--- src/rtl/aes_pkg.sv ---
// Shared AES definitions: key scheduler control encodings,
// AES-128 round count and the key sequencer state type.
package aes_pkg;

  localparam logic [1:0] KS_HOLD = 2'b00;
  localparam logic [1:0] KS_LOAD = 2'b01;
  localparam logic [1:0] KS_FWD  = 2'b10;
  localparam logic [1:0] KS_REV  = 2'b11;

  localparam int AES128_NR = 10;

  typedef enum logic [1:0] {
    ST_IDLE,
    ST_PREROLL,
    ST_PRESENT
  } ks_state_e;

endpackage

--- src/rtl/aes128_key_sched_ctrl.sv ---
// AES-128 key schedule sequencer: loads the cipher key, pre-rolls to
// round 10 for decryption, and streams round keys over valid/ready.
// Ports: clk/rst_n, start/decrypt/abort/key_in (command side),
// busy/done (status), sched_* (scheduler control and key return),
// rk_out/rk_idx/rk_valid/rk_ready (round key stream).
module aes128_key_sched_ctrl
  import aes_pkg::*;
#(
  parameter int NUM_ROUNDS = 10,
  parameter int IDX_W      = 4
) (
  input  logic             clk,
  input  logic             rst_n,
  input  logic             start,
  input  logic             decrypt,
  input  logic             abort,
  input  logic [127:0]     key_in,
  output logic             busy,
  output logic             done,
  output logic [1:0]       sched_ctrl,
  output logic [IDX_W-1:0] sched_round,
  output logic [127:0]     sched_load_key,
  input  logic [127:0]     sched_key_q,
  output logic [127:0]     rk_out,
  output logic [IDX_W-1:0] rk_idx,
  output logic             rk_valid,
  input  logic             rk_ready
);

  localparam logic [IDX_W-1:0] NR_IDX = IDX_W'(NUM_ROUNDS);
  localparam logic [IDX_W-1:0] ONE    = IDX_W'(1);

  ks_state_e        state, state_d;
  logic [IDX_W-1:0] idx, idx_d;
  logic [IDX_W-1:0] pre_cnt, pre_d;
  logic             mode, mode_d;
  logic             done_q, done_d;
  logic             hs;

  assign rk_valid       = (state == ST_PRESENT);
  assign rk_idx         = idx;
  assign rk_out         = sched_key_q;
  assign sched_load_key = key_in;
  assign busy           = (state != ST_IDLE);
  assign done           = done_q;
  assign hs             = rk_valid & rk_ready;

  always_ff @(posedge clk or negedge rst_n) begin
    if (!rst_n) begin
      state   <= ST_IDLE;
      idx     <= '0;
      pre_cnt <= '0;
      mode    <= 1'b0;
      done_q  <= 1'b0;
    end else begin
      state   <= state_d;
      idx     <= idx_d;
      pre_cnt <= pre_d;
      mode    <= mode_d;
      done_q  <= done_d;
    end
  end

  always_comb begin
    state_d     = state;
    idx_d       = idx;
    pre_d       = pre_cnt;
    mode_d      = mode;
    done_d      = 1'b0;
    sched_ctrl  = KS_HOLD;
    sched_round = '0;
    if (abort) begin
      state_d = ST_IDLE;
    end else begin
      unique case (state)
        ST_IDLE: begin
          if (start) begin
            sched_ctrl = KS_LOAD;
            mode_d     = decrypt;
            if (decrypt) begin
              state_d = ST_PREROLL;
              pre_d   = ONE;
            end else begin
              state_d = ST_PRESENT;
              idx_d   = '0;
            end
          end
        end
        ST_PREROLL: begin
          sched_ctrl  = KS_FWD;
          sched_round = pre_cnt;
          if (pre_cnt == NR_IDX) begin
            state_d = ST_PRESENT;
            idx_d   = NR_IDX;
          end else begin
            pre_d = pre_cnt + ONE;
          end
        end
        ST_PRESENT: begin
          if (hs) begin
            unique case (1'b1)
              (!mode && idx < NR_IDX): begin
                sched_ctrl  = KS_FWD;
                sched_round = idx + ONE;
                idx_d       = idx + ONE;
              end
              (mode && idx != '0): begin
                // rcon of the key being undone is its own index
                sched_ctrl  = KS_REV;
                sched_round = idx;
                idx_d       = idx - ONE;
              end
              default: begin
                state_d = ST_IDLE;
                done_d  = 1'b1;
              end
            endcase
          end
        end
        default: state_d = ST_IDLE;
      endcase
    end
  end

endmodule

--- config.mk ---
export PLATFORM = sky130hd
export DESIGN_NAME = aes128_key_sched_ctrl
export DESIGN_NICKNAME = d
export VERILOG_FILES = /design/src/rtl/aes_pkg.sv /design/src/rtl/aes128_key_sched_ctrl.sv
export SDC_FILE = /design/constraint.sdc
export NUM_CORES = 1
export LEC_CHECK = 0
export CORE_AREA = 5 5 201 203
export DETAILED_ROUTE_END_ITERATION = 7
export DIE_AREA = 0 0 206 208
export HOLD_SLACK_MARGIN = 0.06
export MAX_ROUTING_LAYER = met4
export PLACE_DENSITY = 0.35
export SETUP_SLACK_MARGIN = 0.5
export SYNTH_ARGS = -nofsm -noshare
export SYNTH_HDL_FRONTEND = slang
export SYNTH_SLANG_ARGS = --single-unit
--- constraint.sdc ---
create_clock -name clk -period 3.85 [get_ports clk]
set_input_delay 1.155 -clock clk [delete_from_list [all_inputs] [get_ports clk]]
set_output_delay 1.155 -clock clk [all_outputs]
set_load 0.01 [all_outputs]
==> run summary, run 1 <==
Post-synth EDFFs: 0
Clock Latency Late Sink: 240 ps
DRC viols: 0
Mux cell area share after synthesis: 1.583%
Post-synth top cells: 256 x buf_4, 13 x nand2_1, 13 x nor2_1, 12 x dfrtp_1, 11 x a21oi_1
Switching portion of total power: 43.23%
Yosys cell types: 42
Largest family of logic cells by synthesized area: buffers and inverters
Final Max Slew Viols: 0
Rows: 72
Die width: 206 µm
Final cell count without fillers: 675
DR pass1 iterations: 5
Placed Instance Area: 1967 µm²
Overall Power: 0.9829 mW
Clk slew on worst S/H paths: 50 ps
Max_cap viols: 0
Clk pwr share: 22.3%
VDD IR max: 0.0001619 V
Pwr per Cell Area: 467.3 nW/µm²
Post-layout minimum cycle time: 3358 ps
WL final: 10,810 µm
Post-DR wirelength/cell: 16.01 µm
Final setup viols: 0
F_max: 297.8 MHz
RSZ-0062 raised after global routing: yes
Rel. slew slack: 54.64%
Post-synthesis simple-gate area fraction: 10.54%
Syn. warnings: 0
Worst-Margin Slew: 678.3 ps
Cell Area, Synth: 3003 µm²
Synth Area in Adders: 3.333%
Total negative slack: 0 ps
Clock skew: 2.999 ps
Total track usage: 4.755%
CTS H-tree lvls: 1
Synthesized Nets: 654
Yosys top cell by area: buf_4
Starting DRC count in detailed routing: 69
Largest net degree at the start of global routing: 15
Final hold vios: 0
DRT antenna net count: 0
I/O Buffers: 18
Yosys reg bits: 12
CP Max Fanout: 3
Leakage: 0.7248 nW
CTS root buf: clkbuf_16
Synth Area in Compound Gates: 7.958%
Layout area overhead: -29.96%
Fin crit share: 87.22%
Register share of total power: 21.0%
Worst Setup Start Kind: input pin
Pint: 0.5580 mW
GRT Residual Overflow: 0
Clk sinks: 12
Die area: 42,850 µm²
XOR/XNOR Fraction of Synth Area: 0.5833%
I/O pins: 531
Die Height: 208 µm
CTS Buffer Depth: 2
DP Worst Slack: -287.5 ps
Setup ws final: 491.9 ps
Core area: 38,290 µm²
CTS tree: yes
Post-layout util: 5.493%
Detailed placement HPWL: 9028 µm
Dpl cells: 669
FFs w/ async S/R, synth: 100.0%
Crit path capture type: output pin
Share of layout cells above drive strength 1: 28.66%
First-pass GRT wire length: 13,570 µm
Synth Instances: 384
Number of global-route vias before repair: 1,626
Comb power frac: 56.8%
Kind of critical path: in2out
Seq/Total Area, Yosys: 10.00%
Final Instance Area: 2103 µm²
Global placement routability congestion: 0.6745
CTS buffer count: 3
Status: completed
Required @ worst endpoint: 2690 ps
Post-DR vias/cell: 2.236
Top_reg_cell synth: dfrtp_1
Most frequent cell after synthesis: buf_4
Worst Hold Class: reg2reg
Final net count: 428
Synth top area cells: buf_4 64%, dfrtp_1 10%, ha_1 3.3%, a21oi_1 1.8%, nand2_1 1.6%
Starting density of the core: 7.843%
WP data arrival: 2200 ps
Switching power: 0.4249 mW
Via count: 1,509
Antenna violations before repair: 1
Antenna Cells: 0
WHS: 567.5 ps
Syn_area_per_cell: 7.820 µm²
Synth top area share: 64.00%
cells by family after synthesis:
| family | Yosys count |
|---|---|
| DFF | 12 |
| muxes | 4 |
| xor gates and xnor gates | 2 |
| adders and majority gates | 8 |
| and+or+nand+nor | 56 |
| AOI/OAI and AO/OA | 31 |
| buffers and inverters | 271 |
worst max-delay path, cell delays in order:
cell and delay (ps):
clkdlybuf4s15_2 210, nand2_2 70, nor2_2 40, buf_4 130, a221oi_2 240, nor2_2 80
buf_4 140, buf_2 130
area by class of cell:
| cell class | instances | area [µm²] |
|---|---|---|
| Timing Repair Buffer | 32 | 262.8 |
| Inverter | 8 | 30.03 |
| Sequential cell | 12 | 300.3 |
| Clock buffer | 4 | 88.84 |
| Multi-Input combinational cell | 101 | 773.2 |
| Tap cell | 518 | 648.1 |
| Fill cell | 4512 | 36180 |
placed cells by master, fill, tap and decap left out, types with 3 or more instances in the layout:
| cell | n |
|---|---|
| buf_4 | 15 |
| dfrtp_1 | 12 |
| nor2_1 | 11 |
| nand2_1 | 11 |
| a21oi_1 | 10 |
| clkdlybuf4s50_1 | 9 |
| inv_1 | 7 |
| ha_1 | 7 |
| nor3_1 | 6 |
| nand3_1 | 5 |
| o21ai_0 | 3 |
| nand3b_1 | 3 |
| o31ai_1 | 3 |
| clkbuf_16 | 3 |
| buf_2 | 3 |
registers in the layout, indices dropped and copies added, names as in the netlist:
register / cells
rk_idx: 4
state: 2
done: 1
pre_cnt: 4
mode: 1
path summary, 6_finish.rpt:
path | start | end | slack, ps | cells past startpoint
setup / recovery | rk_ready | sched_round[1] | 490 | 8
hold / removal | pre_cnt[0] | pre_cnt[0] | 570 | 1
setup reg to reg | state[1] | rk_idx[2] | 1760 | 6
hold reg to reg | pre_cnt[0] | pre_cnt[0] | 570 | 1
max in group asynchronous | rst_n | state[0] | 2090 | 1
min in group asynchronous | rst_n | rk_idx[2] | 1330 | 1
metal layers:
layer	vias up	global-route usage (%)	wire, µm
met5	-	-	0
met4	0	5.576	1448
met3	160	3.550	2003
met2	238	5.661	4011
met1	592	4.393	3344
li1	519	-	-
power groups by stage:
stage	logic, mW	registers [mW]	clock network [mW]
6_report	0.558	0.206	0.219
5_1_grt	0.621	0.213	0.233
4_1_cts	0.561	0.206	0.227
3_5_place_dp	0.530	0.204	0
3_3_place_gp	0.536	0.204	0
2_1_floorplan	0.596	0.193	0
timing repair:
item / 4_1_cts / 5_1_grt
buffers inserted: 2 / 0
gates cloned: 0 / 0
endpoints found under the setup margin: 6 / 4
pin swaps: 5 / 1
endpoints found under the hold margin: 0 / 0
hold buffers: 0 / 0
gates resized for setup: 34 / 3
Note: power is estimated with default switching activity, not from simulation.
==> inputs of run 2 (changes only) <==
- CORE_AREA: 5 5 201 203 -> 10 10 200 202
- DIE_AREA: 0 0 206 208 -> 0 0 210 212
- PLACE_DENSITY: 0.35 -> 0.36
==> run summary, run 2 (same netlist as run 1, synthesis figures left out) <==
Post-layout minimum cycle time: 3276 ps
Fin crit share: 85.08%
Clk slew on worst S/H paths: 40 ps
F_max: 305.3 MHz
Starting DRC count in detailed routing: 30
Crit path capture type: output pin
Global placement routability congestion: 0.7129
Max_cap viols: 0
Worst-Margin Slew: 611.1 ps
WP data arrival: 2120 ps
CP Max Fanout: 2
Post-DR wirelength/cell: 16.68 µm
Crit path launch: start
Total track usage: 4.571%
I/O Buffers: 18
Setup ws final: 574.4 ps
GRT Residual Overflow: 0
Number of global-route vias before repair: 1,613
CTS tree: yes
Worst Setup EP: sched_ctrl[0]
Required @ worst endpoint: 2690 ps
Rows: 70
DR pass1 iterations: 4
R2r worst-path depth: 7
Post-DR vias/cell: 2.325
Critical path, cell by cell: clkdlybuf4s50_1 > a21oi_2 > nor3_4 > buf_6
Kind of critical path: in2out
Detailed placement HPWL: 8747 µm
Core area: 36,080 µm²
Final net count: 429
Placed Instance Area: 1929 µm²
Reg2reg setup slack: 1760 ps
DRT antenna net count: 0
Max incr delay on CP: 530 ps
CTS Buffer Depth: 2
CTS H-tree lvls: 1
I/O pins: 531
Die Height: 212 µm
Clock skew: 4.973 ps
Antenna Cells: 0
VDD IR max: 0.0001507 V
Die area: 44,520 µm²
First-pass GRT wire length: 13,590 µm
Worst Hold Class: reg2reg
Reg-to-reg startpoint: state[0]
CTS root buf: clkbuf_16
Most frequent cells in the layout: 12 x nand2_1, 12 x dfrtp_1, 12 x buf_4, 10 x clkdlybuf4s50_1, 9 x a21oi_1
Pwr per Cell Area: 459.7 nW/µm²
Starting density of the core: 8.322%
Final hold vios: 0
Via count: 1,453
Clock Latency Late Sink: 240 ps
Rel. slew slack: 59.13%
Die width: 210 µm
DRC viols: 0
Largest net degree at the start of global routing: 15
DP Worst Slack: -277.0 ps
Final Max Slew Viols: 0
Final setup viols: 0
Leakage: 0.7270 nW
Status: completed
Antenna violations before repair: 0
WL final: 10,420 µm
Hold Buf Count CTS: 0
Post-CTS Setup Bufs: 0
Layout area overhead: -30.88%
RSZ-0062 raised after global routing: yes
CTS buffer count: 3
Share of layout cells above drive strength 1: 30.57%
Worst R2R End: rk_idx[3]
Worst Setup Start Kind: input pin
Final Instance Area: 2076 µm²
CP max-delay cell: clkdlybuf4s50_1
Clk sinks: 12
run 2: cell types whose count changed in the layout (fill, tap and decap cells not counted), sizes merged:
cell,delta
buf,+3
clkdlybuf4s15,-2
dlygate4sd2,-2
clkbuf,-1
clkdlybuf4s50,+1
dlymetal6s2s,+1
run 2: per-stage QoR:
step           power [mW]  instances  setup TNS [ps]  hold slack [ps]  utilization (%)
4_1_cts            0.9596        625               0            597.5            5.648
5_1_grt             1.055        625               0            632.5            5.752
2_1_floorplan      0.7898        384               0            504.5                -
3_3_place_gp       0.7448        622          -939.6            564.5            5.347
3_5_place_dp       0.7390        622          -970.4            566.9            5.347
6_report           0.9543        625               0            572.7            5.752
run 2: power by group:
| group | internal (mW) | total, mW | switching, mW | leakage [nW] |
|---|---|---|---|---|
| Combinational | 0.246 | 0.560 | 0.314 | 0.530 |
| Clock | 0.136 | 0.191 | 0.0553 | 0.0370 |
| Sequential | 0.156 | 0.203 | 0.0474 | 0.160 |
run 2: repair_timing:
action / CTS / global route
gates resized for setup: 43 / 13
cloned: 0 / 0
endpoints found under the hold margin: 0 / 0
pin swaps: 3 / 4
setup endpoints to repair: 6 / 4
run 2: final cells by class:
class,instances,area (µm²)
sequential,12,300.3
clock buffer,3,75.07
timing repair buffer,33,284.0
inverter,8,30.03
fill,4284,34010
tap,468,585.6
multi-input combinational,101,800.8
run 2: critical path: cells and delay by family:
kind / cells / cell delay, ps
AOI/OAI and AO/OA: 1 / 90
buffers and inverters: 2 / 660
and+or+nand+nor: 1 / 200
run 2: worst min path at each step:
| stage | from | endpoint | slack [ps] | cells past startpoint |
|---|---|---|---|---|
| after floorplan | pre_cnt[1] | pre_cnt[1] | 500 | 2 |
| after global placement | pre_cnt[1] | pre_cnt[1] | 560 | 2 |
| after detailed placement | pre_cnt[1] | pre_cnt[1] | 570 | 2 |
| after CTS | pre_cnt[0] | pre_cnt[0] | 600 | 1 |
| after global routing | pre_cnt[1] | pre_cnt[1] | 630 | 2 |
| final | pre_cnt[0] | pre_cnt[0] | 570 | 1 |
run 2: layer usage:
metal | part of all wire (%) | track usage (%)
met5 | 0 | -
met4 | 15 | 6.500
met1 | 20 | 2.625
met2 | 41 | 5.971
met3 | 24 | 4.872
